$ cat config.mk
export PLATFORM = sky130hd
export DESIGN_NAME = fetch_queue
export DESIGN_NICKNAME = d
export VERILOG_FILES = /design/src/rtl/fetch_queue.sv
export SDC_FILE = /design/constraint.sdc
export NUM_CORES = 1
export LEC_CHECK = 0
export CAP_MARGIN = 5
export CORE_AREA = 2 2 161 163
export DETAILED_ROUTE_END_ITERATION = 6
export DIE_AREA = 0 0 163 165
export PLACE_DENSITY_LB_ADDON = 0.3
export SYNTH_ARGS = -nofsm -noshare
export SYNTH_HDL_FRONTEND = slang
export SYNTH_SLANG_ARGS = --single-unit
$ cat constraint.sdc
create_clock -name clk -period 23.1 [get_ports clk]
set_clock_uncertainty 0.15 [all_clocks]
set_input_delay 4.62 -clock clk [delete_from_list [all_inputs] [get_ports clk]]
set_output_delay 4.62 -clock clk [all_outputs]
set_load 0.005 [all_outputs]
$ cat src/rtl/fetch_queue.sv
// fetch_queue: decoupled fetch front end. Issues sequential word fetches
// over a valid/ready request channel and keeps up to DEPTH requests in
// flight. In-order responses are buffered in a DEPTH-entry ring with their
// PCs and handed to decode over a valid/ready channel. A redirect flushes
// the ring, restarts fetch at the new target and arms a drop counter that
// discards responses still owed to pre-redirect requests.
//
// Ports:
//   clk, rst            clock (rising edge), async active-high reset
//   imem_req_*          fetch request: valid/ready, word-aligned addr
//   imem_rsp_*          in-order response: valid, 32-bit data
//   redirect_*          flush strobe and new fetch target
//   instr_*             decode channel: valid/ready, instr word and PC
//   perf_redirects      redirect count (FETCH_PERF_EN)
//   perf_starve         cycles without instr_valid (FETCH_PERF_EN)
//
// Build option: define FETCH_PERF_EN to add the two performance counters;
// otherwise both perf ports read 0 and no counter flops exist.
module fetch_queue #(
  parameter int unsigned     XLEN     = 32,
  parameter int unsigned     DEPTH    = 4,
  parameter logic [XLEN-1:0] RESET_PC = '0
) (
  input  logic            clk,
  input  logic            rst,
  output logic            imem_req_valid,
  input  logic            imem_req_ready,
  output logic [XLEN-1:0] imem_req_addr,
  input  logic            imem_rsp_valid,
  input  logic [31:0]     imem_rsp_data,
  input  logic            redirect_valid,
  input  logic [XLEN-1:0] redirect_pc,
  output logic            instr_valid,
  input  logic            instr_ready,
  output logic [31:0]     instr,
  output logic [XLEN-1:0] instr_pc,
  output logic [31:0]     perf_redirects,
  output logic [31:0]     perf_starve
);

  localparam int unsigned AW = $clog2(DEPTH);
  localparam int unsigned PW = AW + 1;

  logic [XLEN-1:0] fetch_pc_q;
  logic [XLEN-1:0] fetch_pc_d;

  logic [PW-1:0] alloc_q;
  logic [PW-1:0] alloc_d;
  logic [PW-1:0] fill_q;
  logic [PW-1:0] fill_d;
  logic [PW-1:0] rd_q;
  logic [PW-1:0] rd_d;
  logic [PW-1:0] drop_q;
  logic [PW-1:0] drop_d;

  logic [XLEN-1:0]  pc_q     [DEPTH];
  logic [XLEN-1:0]  pc_d     [DEPTH];
  logic [31:0]      data_q   [DEPTH];
  logic [31:0]      data_d   [DEPTH];
  logic [DEPTH-1:0] filled_q;
  logic [DEPTH-1:0] filled_d;

  logic [AW-1:0] alloc_idx;
  logic [AW-1:0] fill_idx;
  logic [AW-1:0] rd_idx;

  logic [PW-1:0] occ;
  logic [PW-1:0] inflight;
  logic [PW:0]   credit;
  logic [PW:0]   outstanding;

  logic req_fire;
  logic rsp_drop;
  logic rsp_fill;
  logic deq;

  logic unused_pc_lsb;

  assign unused_pc_lsb = ^redirect_pc[1:0];

  assign alloc_idx = alloc_q[AW-1:0];
  assign fill_idx  = fill_q[AW-1:0];
  assign rd_idx    = rd_q[AW-1:0];

  // occ: ring slots held; inflight: accepted but not yet answered.
  // Stale responses still owed (drop_q) also consume request credit.
  assign occ         = alloc_q - rd_q;
  assign inflight    = alloc_q - fill_q;
  assign credit      = {1'b0, occ} + {1'b0, drop_q};
  assign outstanding = {1'b0, inflight} + {1'b0, drop_q};

  assign imem_req_valid = !rst && (credit < (PW+1)'(DEPTH));
  assign imem_req_addr  = fetch_pc_q;

  assign instr_valid = filled_q[rd_idx]
                    && (rd_q != alloc_q)
                    && !redirect_valid;
  assign instr       = data_q[rd_idx];
  assign instr_pc    = pc_q[rd_idx];

  assign req_fire = imem_req_valid && imem_req_ready;
  assign rsp_drop = imem_rsp_valid && (drop_q != '0);
  assign rsp_fill = imem_rsp_valid && (drop_q == '0);
  assign deq      = instr_valid && instr_ready;

  always_comb begin
    fetch_pc_d = fetch_pc_q;
    alloc_d    = alloc_q;
    fill_d     = fill_q;
    rd_d       = rd_q;
    drop_d     = drop_q;
    pc_d       = pc_q;
    data_d     = data_q;
    filled_d   = filled_q;

    if (redirect_valid) begin
      fetch_pc_d = {redirect_pc[XLEN-1:2], 2'b00};
      // Every request not yet answered becomes stale, including one
      // accepted this cycle. A response arriving now is itself stale:
      // it either retires a pending drop or answers one of the
      // inflight requests, so either way one fewer is still owed.
      drop_d     = drop_q + inflight
                 + PW'(req_fire)
                 - PW'(imem_rsp_valid);
      alloc_d    = alloc_q + PW'(req_fire);
      fill_d     = alloc_d;
      rd_d       = alloc_d;
      filled_d   = '0;
    end else begin
      if (req_fire) begin
        pc_d[alloc_idx]     = fetch_pc_q;
        filled_d[alloc_idx] = 1'b0;
        alloc_d             = alloc_q + PW'(1);
        fetch_pc_d          = fetch_pc_q + XLEN'(4);
      end
      if (rsp_drop) begin
        drop_d = drop_q - PW'(1);
      end
      if (rsp_fill) begin
        data_d[fill_idx]   = imem_rsp_data;
        filled_d[fill_idx] = 1'b1;
        fill_d             = fill_q + PW'(1);
      end
      if (deq) begin
        filled_d[rd_idx] = 1'b0;
        rd_d             = rd_q + PW'(1);
      end
    end
  end

  always_ff @(posedge clk or posedge rst) begin
    if (rst) begin
      fetch_pc_q <= RESET_PC;
      alloc_q    <= '0;
      fill_q     <= '0;
      rd_q       <= '0;
      drop_q     <= '0;
      filled_q   <= '0;
      for (int i = 0; i < int'(DEPTH); i++) begin
        pc_q[i]   <= '0;
        data_q[i] <= '0;
      end
    end else begin
      fetch_pc_q <= fetch_pc_d;
      alloc_q    <= alloc_d;
      fill_q     <= fill_d;
      rd_q       <= rd_d;
      drop_q     <= drop_d;
      filled_q   <= filled_d;
      pc_q       <= pc_d;
      data_q     <= data_d;
    end
  end

`ifdef FETCH_PERF_EN
  logic [31:0] perf_redirects_q;
  logic [31:0] perf_redirects_d;
  logic [31:0] perf_starve_q;
  logic [31:0] perf_starve_d;

  always_comb begin
    perf_redirects_d = perf_redirects_q + 32'(redirect_valid);
    perf_starve_d    = perf_starve_q + 32'(!instr_valid);
  end

  always_ff @(posedge clk or posedge rst) begin
    if (rst) begin
      perf_redirects_q <= '0;
      perf_starve_q    <= '0;
    end else begin
      perf_redirects_q <= perf_redirects_d;
      perf_starve_q    <= perf_starve_d;
    end
  end

  assign perf_redirects = perf_redirects_q;
  assign perf_starve    = perf_starve_q;
`else
  assign perf_redirects = '0;
  assign perf_starve    = '0;
`endif

  // A response with nothing owed means the memory broke ordering.
  rsp_has_owner: assert property (
    @(posedge clk) disable iff (rst)
    imem_rsp_valid |-> (outstanding != '0)
  );

endmodule

==> flow_summary.json <==
{
  "status": "complete, no violations",
  "ys_ff_latch": 294,
  "max-vdd-ir-drop_mv": 0.0646,
  "grt_pass1_wl_um": 50300,
  "dieHeight_um": 165,
  "yosysTopAreaCell": "dfrtp_1",
  "synthTopCellsByArea": "dfrtp_1, mux2_2, mux4_2, buf_4, ha_1",
  "setup_viol": 0,
  "clk_latency_ps": 550,
  "rows": 58,
  "drtIter0Drc": 562,
  "path_common_cell": "clkdlybuf4s50_1",
  "worstPathRequired_ps": 18330,
  "p_sw_frac": 0.291,
  "viasPerCell": 5.91,
  "internal_power_mw": 1.47,
  "cp-start-kind": "primary input",
  "routedWlPerCell_um": 20.7,
  "hold_class": "flip-flop to flip-flop",
  "ys.flop_type": "dfrtp_1",
  "cts.repair.resized": 0,
  "ys_async_sr_fraction": 1.00,
  "hpwl_um": 19500,
  "core_area_mm2": 0.0250,
  "grt-ovfl-total": 0,
  "cts-root-buf": "clkbuf_16",
  "cts_inserted_buffers": 30,
  "drt-total-wl_um": 31700,
  "gp_congestion": 0.788,
  "postCtsHoldBufs": 0,
  "worstPathArrival_ps": 6720,
  "rsz0062_at_grt": "no",
  "cp_max_fo": 8,
  "postCtsSetupBuffers": 0,
  "drc": 0,
  "synthCells": 1050,
  "fin_nets": 1277,
  "first_pass_iters": 4,
  "drive_gt1_frac": 0.316,
  "fmax_ghz": 0.0870,
  "synth_top_area_share": 0.511,
  "antenna_found_initial": 1,
  "vias": 9039,
  "h-tree-depth": 1,
  "portBuffers": 161,
  "cts.clk_slew.worst_paths_ps": 60,
  "period_needed_ps": 11490,
  "synth_seq_area_share": 0.511,
  "area_growth_pct": 18.4,
  "finalCritPeriodShare": 0.498,
  "fill_cells": 1789,
  "hold_viol_final": 0,
  "cp_cell_sequence": "clkdlybuf4s50_1 > or4_1 > nor2_1 > clkdlybuf4s50_1",
  "synth_edf_count": 0,
  "ys_warn_count": 0,
  "tightestPinTransition_ps": 1200,
  "dieArea_mm2": 0.0269,
  "die_w_um": 163,
  "drv_cap": 0,
  "p_leak_nw": 7.83,
  "clockBufferDepth": 3,
  "netlist_area_mm2": 0.0144,
  "slowest_delay_ps": 690,
  "ant_nets": 0,
  "n_antenna_cell": 0,
  "crit_buf_inv": 2,
  "powerDensity_mw_per_mm2": 121,
  "yosysUniqueCellTypes": 53,
  "synth.most_common_cell": "dfrtp_1",
  "grt_max_degree": 145,
  "syn_area_per_cell_um2": 13.7,
  "ios": 232,
  "final_util": 0.682,
  "critical_path_class": "primary input to output pin",
  "cts_tree": "yes",
  "end_kind": "output pin",
  "final-max-slew-violation-count": 0,
  "grt_usage": 0.240,
  "comb_power_share": 0.357,
  "critPathTopFamily": "buffers and inverters",
  "cts.sinks": 294,
  "max_slew_margin": 0.194,
  "tns_ps": 0,
  "pwr-share-clk": 0.253,
  "critPathSlowestCell": "or4_1",
  "start_util": 0.575,
  "p_sw_mw": 0.602,
  "synth_commonest_cells": "dfrtp_1, mux2_2, buf_4, mux4_2, clkbuf_1",
  "power_frac_seq": 0.389,
  "grt_pass1_vias": 9231
}
[registers in the layout, indices dropped and copies added (netlist names)]
register,count
alloc_q,3
data_q,128
drop_q,3
fill_q,3
filled_q,4
imem_req_addr,30
pc_q,120
rd_q,3
[area by class of cell]
cell class                      instances  area [um2]  share of cell area
Tap cell                              330         413              0.0242
Timing Repair Buffer                  175        1710               0.100
Sequential cell                       294        7360               0.431
Inverter                               21        86.3             0.00506
Clock buffer                           41         863              0.0506
Multi-Input combinational cell        658        6420               0.376
Clock inverter                         11         208              0.0122
[layout by cell type (no fill, tap or decap), drive strengths merged, types with 9 or more instances in the layout]
master	netlist	final
dfrtp	294	294
ha	21	21
mux2	248	248
o31ai	10	10
mux4	63	63
inv	20	20
a31oi	11	11
nand4	20	20
and3	9	9
nor2	21	21
clkbuf	47	41
clkdlybuf4s50	0	160
or4	18	18
nand2	40	40
nand3	21	21
xnor2	9	9
buf	97	15
conb	1	68
o21ai	12	12
[metal layers]
layer | global-route usage | wire length, um | share of wire
met5 | 0 | 11 | 0.00035
met4 | 0.0748 | 838 | 0.026
met3 | 0.0510 | 1720 | 0.054
met1 | 0.321 | 13400 | 0.42
met2 | 0.397 | 15800 | 0.50
[path summary, 6_finish.rpt]
check | slack (ps) | depth (start not counted) | from | end
min | 340 | 2 | pc_q[17]$_DFFE_PP0P_ | pc_q[17]$_DFFE_PP0P_
max in group asynchronous | 16460 | 3 | rst | pc_q[77]$_DFFE_PP0P_
max reg2reg | 18470 | 15 | rd_q[0]$_DFFE_PP0P_ | drop_q[2]$_DFFE_PP0P_
max | 11610 | 4 | rst | imem_req_valid
min reg2reg | 340 | 2 | pc_q[17]$_DFFE_PP0P_ | pc_q[17]$_DFFE_PP0P_
min in group asynchronous | 4660 | 2 | rst | drop_q[1]$_DFFE_PP0P_
[per-stage QoR]
step / setup slack [ps] / hold WS (ps) / cell area [um2] / power (mW) / instances
3_5_place_dp: 11680 / 324 / 16000 / 1.55 / 1478
4_1_cts: 11670 / 337 / 17100 / 2.09 / 1530
2_1_floorplan: 10210 / 295 / 14700 / 1.27 / 1117
5_1_grt: 11590 / 361 / 17100 / 2.18 / 1530
3_3_place_gp: 11660 / 309 / 16000 / 1.52 / 1478
6_report: 11610 / 343 / 17100 / 2.07 / 1530
[power by group through the flow]
| stage | clock, mW | sequential [mW] | combinational (mW) |
|---|---|---|---|
| 6_report | 0.524 | 0.805 | 0.739 |
| 5_1_grt | 0.552 | 0.830 | 0.803 |
| 4_1_cts | 0.532 | 0.805 | 0.749 |
| 3_5_place_dp | 0 | 0.811 | 0.741 |
| 3_3_place_gp | 0 | 0.799 | 0.721 |
| 2_1_floorplan | 0 | 0.761 | 0.507 |
[logic make-up after synthesis]
family          synth area share
buf+inv                   0.0611
flops                      0.511
xor+xnor                 0.00973
compound gates            0.0356
simple gates              0.0615
fa+ha+maj                 0.0266
other cells             0.000260
mux                        0.294
[worst register-to-register path, stage by stage, from the launching register on]
cell and delay (ps):
dfrtp_4 740, ha_1 240, inv_1 50, fa_1 370
xnor2_1 190, ha_1 280, nor4_2 700, and3_1 460
inv_1 160, fa_1 400, inv_1 70, fa_1 170
xnor2_1 140, xnor2_1 140, o22ai_1 100, xor2_1 170
Note: power is estimated with default switching activity, not from simulation.
